===== config.mk =====
export PLATFORM = sky130hd
export DESIGN_NAME = crp16_run_controller
export DESIGN_NICKNAME = d
export VERILOG_FILES = /design/src/rtl/crp16_run_controller.sv
export SDC_FILE = /design/constraint.sdc
export NUM_CORES = 1
export LEC_CHECK = 0
export CORE_UTILIZATION = 38
export CTS_CLUSTER_DIAMETER = 150
export DETAILED_ROUTE_END_ITERATION = 16
export GPL_ROUTABILITY_DRIVEN = 0
export PLACE_DENSITY = 0.77
export SYNTH_ARGS = -nofsm -noshare
export SYNTH_HDL_FRONTEND = slang
export SYNTH_SLANG_ARGS = --single-unit

===== constraint.sdc =====
create_clock -name clock -period 1.8 [get_ports clock]
set_input_delay 0.18 -clock clock [delete_from_list [all_inputs] [get_ports clock]]
set_output_delay 0.18 -clock clock [all_outputs]
set_load 0.005 [all_outputs]

===== src/rtl/crp16_run_controller.sv =====
// Sequences the crp16 datapath through program load, run and halt, and owns the RAM port-B mux.
// Latency: state, cpu_reset and status update one clock after the request; port-B mux and load_ready are combinational.
// Backpressure: load_ready is high only in LOAD; a word is taken on load_valid & load_ready, and no wait states are inserted.
module crp16_run_controller #(
    parameter logic [15:0] LOAD_BASE  = 16'h0000,
    parameter logic [15:0] LOAD_LIMIT = 16'hFFFF,
    parameter int          CYC_W      = 32,
    parameter int          WATCHDOG   = 0
) (
    input  logic             clock,
    input  logic             reset,
    input  logic             load_start,
    input  logic             load_valid,
    input  logic [15:0]      load_data,
    input  logic             load_last,
    output logic             load_ready,
    input  logic             run_req,
    input  logic             abort_req,
    output logic             cpu_reset,
    input  logic [15:0]      cpu_instr,
    input  logic [15:0]      cpu_addr_b,
    input  logic [15:0]      cpu_data_b,
    input  logic             cpu_wren_b,
    output logic [15:0]      mem_addr_b,
    output logic [15:0]      mem_data_b,
    output logic             mem_wren_b,
    output logic [1:0]       state,
    output logic [15:0]      load_addr,
    output logic             load_err,
    output logic             timeout,
    output logic [CYC_W-1:0] run_cycles
);

    typedef enum logic [1:0] {
        S_IDLE = 2'b00,
        S_LOAD = 2'b01,
        S_RUN  = 2'b10,
        S_HALT = 2'b11
    } state_t;

    localparam logic [15:0]      STOP_INSTR = 16'h8000;
    localparam logic [CYC_W-1:0] WD_LAST    = (WATCHDOG == 0) ? '0 : CYC_W'(WATCHDOG - 1);

    state_t cur;
    logic   load_pend;   // load_start seen in HALT, replayed once IDLE is reached
    logic   accept;
    logic   stop_hit;
    logic   wd_hit;

    assign state      = cur;
    assign load_ready = (cur == S_LOAD);
    assign accept     = load_ready & load_valid;
    assign stop_hit   = (cpu_instr == STOP_INSTR);
    assign wd_hit     = (WATCHDOG != 0) && (run_cycles == WD_LAST);

    // Port-B mux: loader owns the RAM in LOAD, datapath owns it in RUN, writes blocked otherwise.
    always_comb begin
        mem_addr_b = cpu_addr_b;
        mem_data_b = cpu_data_b;
        mem_wren_b = 1'b0;
        if (cur == S_LOAD) begin
            mem_addr_b = load_addr;
            mem_data_b = load_data;
            mem_wren_b = accept;
        end else if (cur == S_RUN) begin
            mem_wren_b = cpu_wren_b;
        end
    end

    // Phase sequencer with registered datapath reset, load pointer and run statistics.
    always_ff @(posedge clock or negedge reset) begin
        if (!reset) begin
            cur        <= S_IDLE;
            cpu_reset  <= 1'b0;
            load_addr  <= LOAD_BASE;
            load_err   <= 1'b0;
            timeout    <= 1'b0;
            run_cycles <= '0;
            load_pend  <= 1'b0;
        end else begin
            case (cur)
                S_IDLE: begin
                    cpu_reset <= 1'b0;
                    load_pend <= 1'b0;
                    if (load_start || load_pend) begin
                        cur       <= S_LOAD;
                        load_addr <= LOAD_BASE;
                        load_err  <= 1'b0;
                    end else if (run_req) begin
                        cur        <= S_RUN;
                        cpu_reset  <= 1'b1;
                        run_cycles <= '0;
                        timeout    <= 1'b0;
                    end
                end
                S_LOAD: begin
                    cpu_reset <= 1'b0;
                    if (accept) begin
                        if (load_last) begin
                            load_addr <= load_addr + 16'd1;
                            cur       <= S_IDLE;
                        end else if (load_addr == LOAD_LIMIT) begin
                            // Image does not fit: keep the pointer pinned at the limit rather than wrapping.
                            load_err <= 1'b1;
                            cur      <= S_IDLE;
                        end else begin
                            load_addr <= load_addr + 16'd1;
                        end
                    end
                    if (abort_req) begin
                        cur <= S_IDLE;
                    end
                end
                S_RUN: begin
                    if (run_cycles != '1) begin
                        run_cycles <= run_cycles + 1'b1;
                    end
                    if (abort_req) begin
                        cur       <= S_IDLE;
                        cpu_reset <= 1'b0;
                    end else if (stop_hit) begin
                        cur <= S_HALT;
                    end else if (wd_hit) begin
                        timeout <= 1'b1;
                        cur     <= S_HALT;
                    end
                end
                S_HALT: begin
                    // Datapath stays out of reset so its register view remains readable.
                    if (abort_req || load_start) begin
                        cur       <= S_IDLE;
                        cpu_reset <= 1'b0;
                        load_pend <= load_start;
                    end
                end
                default: begin
                    cur <= S_IDLE;
                end
            endcase
        end
    end

endmodule


==> flow_summary.yaml, run 1 <==
status:
  status: "finished, violations left"
  violations: "negative setup slack"
sta:
  fmax_mhz: 480
  rsz0062_at_grt: "true"
  hold_violations: 0
  setup_viol: 44
  whs_ns: 0.376
  worst_slack_ns: -0.282
  worst_pin_slew_ns: 0.533
  period_needed_ns: 2.08
  finalMaxSlewViolations: 0
  finalCritPeriodShare_pct: 116
  maxSlewHeadroom_pct: 64.5
  clock_skew_ns: 0.00736
global_routing:
  grt_pass1_wl_um: 21400
  grt_antenna_before_repair: 0
  grt_pass1_vias: 4422
  grt_remaining_overflow: 0
  grt_max_degree: 35
  track_usage_pct: 27.0
synth:
  synth_nets: 530
  yosysSeqAreaShare_pct: 38.2
  synth_area_leaders: "dfrtp_1, nand2_1, nand3_1"
  yosysUniqueCellTypes: 54
  synth_edf_count: 0
  syn_avg_cell_area_um2: 7.61
  netlist.area_leader.share_pct: 38.2
  synth_area_leader_cell: "dfrtp_1"
  yosys_warnings: 0
  synth_ff_type: "dfrtp_1"
  synthCells: 456
  async_flop_share_pct: 100
  synth_area_mm2: 0.00347
  ys_seq_elements: 53
die:
  fp.dieH_um: 97.6
  fp.coreArea_mm2: 0.00876
  io_pins: 159
  die_x_um: 97.6
  rows: 34
  start_util_pct: 39.6
  dieArea_mm2: 0.00952
route:
  first_pass_iters: 4
  ant_nets: 0
  wl_per_cell_um: 17.6
  drtIter0Drc: 295
  num_vias: 4603
  routed_via_density: 5.64
  wl_um: 14400
  drcViolationCount: 0
worst_setup_path:
  crit_path_max_fanout: 8
  worst-r2r-cell-count: 7
  r2r_start: "state[1]$_DFFE_PN0P_"
  path_class: "reg2reg"
  end_kind: "flop"
  r2r_end: "run_cycles[31]$_DFFE_PN0P_"
  worstPathRequired_ns: 1.99
  startpoint_type: "flop"
  cp.arrival_ns: 2.27
  reg2reg_slack_ns: -0.28
power:
  switching_share_pct: 39.4
  power.share.clock_pct: 11.2
  p_int_mw: 3.79
  leakagePower_nw: 2.85
  p_seq_share_pct: 23.9
  pwr-share-comb_pct: 64.9
  ir_worst_vdd_mv: 0.574
  powerDensity_mw_per_mm2: 1000
  p_switching_mw: 2.47
cells_and_area:
  n_antenna_cell: 0
  syn2layout_area_growth_pct: 79.8
  final_common_cell: "clkdlybuf4s50_1"
  final_cell_count_no_fill: 816
  post-route-util_pct: 71.2
  mostFrequentLayoutCells: "clkdlybuf4s50_1, nand2_1, buf_4"
  layout.nets: 782
  drive_gt1_share_pct: 28.8
clock_tree:
  cts_root_buf: "clkbuf_8"
  clk_transition_reported_paths_ns: 0.10
  cts_tree: "built"
  insertion_delay_ns: 0.30
  cts.sinks: 53
  cts_max_path_buffers: 2
  clock_tree.htree_level_count: 2
  cts_buffers: 5
min_path:
  min_path_type: "in2async"
job:
  cap_violations: 0
place:
  placed_cells: 779
  port_buffers: 157
  post-dp-hpwl_um: 9190
==> registers in the layout (all words and copies together), names as in the netlist <==
name,cells
run_cycles,32
load_addr,16
state,2
cpu_reset,1
load_err,1
load_pend,1
==> power by group through the flow <==
stage	logic [mW]	registers, mW	clock network (mW)
after floorplan	1.26	1.57	0
after global placement	3.15	1.49	0
after detailed placement	3.24	1.50	0
after CTS	3.70	1.48	0.700
after global routing	4.32	1.52	0.758
final	4.06	1.50	0.698
==> metrics by stage <==
stage | power, mW | cell area (um^2) | worst slack (ns) | setup TNS [ns]
after floorplan | 2.83 | 3470 | 0.000964 | 0
after global placement | 4.63 | 5720 | -0.353 | -9.32
after detailed placement | 4.73 | 5720 | -0.381 | -10.82
after CTS | 5.87 | 6010 | -0.206 | -4.91
after global routing | 6.59 | 6240 | -0.303 | -9.07
final | 6.26 | 6240 | -0.282 | -7.21
==> synthesized netlist by cell type, types with 2 or more instances <==
cell type	instances
xor2_1	4
a31oi_1	7
dfrtp_1	53
inv_2	2
nor4_1	3
o21a_1	2
ha_1	2
buf_1	2
clkbuf_1	15
buf_6	2
nand2b_1	2
nand4_1	19
o21ai_0	14
or3_1	11
a21o_1	2
nor2_1	20
a41oi_1	3
o211ai_1	3
and2_1	3
nor3_1	6
o31ai_1	5
o21ai_1	28
buf_2	2
a21oi_1	31
nor2b_1	3
o22ai_1	4
nand4b_1	3
buf_4	3
nand3_1	32
nand2_1	122
nor4_4	3
or4_1	4
inv_1	7
and3_1	9
and4_1	5
nor4b_1	2
==> what timing repair did <==
action                                 in CTS  in global routing
hold buffers                                1                  0
endpoints found under the hold margin      19                  0
pin swaps                                  11                 28
gates resized for setup                   120                 68
setup endpoints to repair                  66                 74
buffers inserted                           14                 12
cloned                                      3                  3
==> kinds of logic (layout without fill, tap and decap cells) <==
kind of cell             count (synthesis)  count (layout)  share of synthesized area, %
adder cells (fa/ha/maj)                  2               2                         0.721
flip-flops                              53              53                          38.2
AO/OA/AOI/OAI                          106             106                          17.7
other                                    1               1                         0.108
multiplexers                             1               1                         0.288
AND/OR/NAND/NOR                        256             256                          37.6
buffers and inverters                   33             285                          4.40
XOR/XNOR                                 4               4                          1.01
==> final cells by class <==
cell class	count	area (um^2)
repair buffers	269	2470
inverters	9	46.3
flip-flops and latches	53	1330
well taps	108	135
clock buffers	7	86.3
fillers	666	2520
multi-input cells	370	2170
==> critical path: stages (launching register included) <==
cell,delay (ns)
dfrtp_1,0.41
buf_4,0.13
or4b_4,0.51
a21o_1,0.21
a41o_4,0.29
clkbuf_16,0.18
o21ai_2,0.15
o31ai_1,0.09
==> routing by layer <==
metal | global-route usage, % | routed length (um) | vias up
li1 | - | - | 2151
met5 | 0 | 0 | -
met1 | 33.3 | 5700 | 2214
met2 | 49.9 | 7480 | 209
met3 | 4.60 | 963 | 29
met4 | 3.96 | 240 | 0
==> worst max path at each step <==
stage               slack, ns  cells after the start             startpoint                    endpoint
floorplan               0.001                      6  load_pend$_DFFE_PN0P_  run_cycles[31]$_DFFE_PN0P_
detailed placement      -0.38                      7             load_start   run_cycles[6]$_DFFE_PN0P_
CTS                     -0.21                      7   state[1]$_DFFE_PN0P_  run_cycles[23]$_DFFE_PN0P_
finish                  -0.28                      7   state[1]$_DFFE_PN0P_  run_cycles[31]$_DFFE_PN0P_
global route            -0.30                      7   state[1]$_DFFE_PN0P_   run_cycles[6]$_DFFE_PN0P_
global placement        -0.35                      7             load_start   run_cycles[6]$_DFFE_PN0P_
No activity file was read; power rests on OpenSTA's default activity.
==> inputs of run 2 (changes only) <==
Settings changed: CTS_CLUSTER_SIZE set to 28.
==> results of run 2 <==
The final DEF is identical to that of run 1; final timing and power are the same.
==> inputs of run 3 (changes only) <==
Settings changed: MAX_ROUTING_LAYER set to met4.
==> flow_summary.yaml, run 3 (same netlist as run 1, synthesis figures left out) <==
global_routing:
  grt_max_degree: 35
  grt_pass1_vias: 4438
  grt_pass1_wl_um: 21400
  grt_antenna_before_repair: 0
  grt_remaining_overflow: 0
  track_usage_pct: 27.9
clock_tree:
  insertion_delay_ns: 0.31
  cts_tree: "built"
  cts_root_buf: "clkbuf_8"
  clk_transition_reported_paths_ns: 0.10
  clock_tree.htree_level_count: 2
  cts_max_path_buffers: 2
  cts.sinks: 53
  cts_buffers: 5
worst_setup_path:
  crit_path_max_fanout: 8
  reg2reg_slack_ns: -0.28
  startpoint_type: "flop"
  r2r_start: "state[1]$_DFFE_PN0P_"
  worstSetupEndpoint: "run_cycles[6]$_DFFE_PN0P_"
  startpoint: "state[1]$_DFFE_PN0P_"
  cp.arrival_ns: 2.27
  worst-r2r-cell-count: 7
  end_kind: "flop"
  path_class: "reg2reg"
  worstPathRequired_ns: 1.99
  r2r_end: "run_cycles[6]$_DFFE_PN0P_"
power:
  powerDensity_mw_per_mm2: 1000
  leakagePower_nw: 2.85
  ir_worst_vdd_mv: 0.576
cells_and_area:
  design_area_mm2: 0.00624
  drive_gt1_share_pct: 28.8
  n_antenna_cell: 0
  largest_reg_flops: 32
  regMostFlops: "run_cycles"
  layout.nets: 782
  mostFrequentLayoutCells: "clkdlybuf4s50_1, nand2_1, buf_4"
  syn2layout_area_growth_pct: 79.8
  post-route-util_pct: 71.2
  final_common_cell: "clkdlybuf4s50_1"
route:
  routed_via_density: 5.65
  drtIter0Drc: 329
  wl_um: 14400
  drcViolationCount: 0
  wl_per_cell_um: 17.6
  num_vias: 4611
  first_pass_iters: 5
  ant_nets: 0
status:
  status: "finished, violations left"
  violations: "negative setup slack"
die:
  io_pins: 159
  die_x_um: 97.6
  fp.coreArea_mm2: 0.00876
  dieArea_mm2: 0.00952
  rows: 34
  start_util_pct: 39.6
  fp.dieH_um: 97.6
sta:
  period_needed_ns: 2.08
  worst_pin_slew_ns: 0.530
  hold_violations: 0
  finalMaxSlewViolations: 0
  maxSlewHeadroom_pct: 64.7
  fmax_mhz: 481
  setup_viol: 44
  rsz0062_at_grt: "true"
  clock_skew_ns: 0.00648
  finalCritPeriodShare_pct: 116
  worst_slack_ns: -0.281
place:
  port_buffers: 157
  placed_area_mm2: 0.00572
  post-dp-hpwl_um: 9190
job:
  cap_violations: 0
min_path:
  min_path_type: "in2async"
==> run 3: cell counts in the layout (fill, tap and decap cells not counted) <==
Identical to the previous run, type by type.
==> run 3: stage by stage <==
| stage | TNS (ns) | std cells | hold WS (ns) | total power, mW | worst slack (ns) |
|---|---|---|---|---|---|
| 2_1_floorplan | 0 | 456 | -0.116 | 2.83 | 0.000964 |
| 3_3_place_gp | -9.32 | 779 | 0.167 | 4.63 | -0.353 |
| 6_report | -7.17 | 816 | 0.373 | 6.24 | -0.281 |
| 4_1_cts | -4.91 | 804 | 0.394 | 5.87 | -0.206 |
| 3_5_place_dp | -10.82 | 779 | 0.186 | 4.73 | -0.381 |
| 5_1_grt | -9.08 | 816 | 0.409 | 6.60 | -0.303 |
==> run 3: power by group <==
| part | internal [mW] | switching [mW] |
|---|---|---|
| registers | 1.35 | 0.143 |
| clock network | 0.307 | 0.393 |
| logic | 2.13 | 1.92 |
| total | 3.79 | 2.45 |
==> run 3: worst min path at each step <==
stage	startpoint	endpoint	slack, ns	cells past startpoint
final	reset	run_cycles[16]$_DFFE_PN0P_	0.37	2
after detailed placement	reset	run_cycles[16]$_DFFE_PN0P_	0.19	1
after CTS	reset	run_cycles[14]$_DFFE_PN0P_	0.39	2
after global routing	reset	run_cycles[16]$_DFFE_PN0P_	0.41	2
after global placement	reset	run_cycles[16]$_DFFE_PN0P_	0.17	1
after floorplan	reset	cpu_reset$_DFFE_PN0P_	-0.12	0
==> run 3: critical path: stages, from the launching register on <==
cell	delay (ns)
dfrtp_1	0.41
buf_4	0.13
or4b_4	0.51
a21o_1	0.21
a41o_4	0.28
clkbuf_16	0.18
o21ai_1	0.15
o21ai_1	0.10
==> run 3: cell type report <==
cell class	count	area [um^2]
well taps	108	135
inverters	9	46.3
multi-input cells	370	2170
flip-flops and latches	53	1330
clock buffers	7	86.3
fillers	666	2520
repair buffers	269	2470
==> run 3: routing by layer <==
| metal | vias up | wire length (um) | global-route usage (%) |
|---|---|---|---|
| li1 | 2149 | - | - |
| met1 | 2222 | 5590 | 33.7 |
| met2 | 210 | 7510 | 49.7 |
| met3 | 30 | 1010 | 4.68 |
| met4 | 0 | 264 | 3.96 |
| met5 | - | 0 | - |
==> run 3: repair_timing <==
action | CTS | global route
pin swaps | 11 | 30
buffers inserted | 14 | 12
hold buffers | 1 | 0
resized for setup | 120 | 68
gates cloned | 3 | 3
endpoints found under the setup margin | 66 | 75
endpoints found under the hold margin | 19 | 0
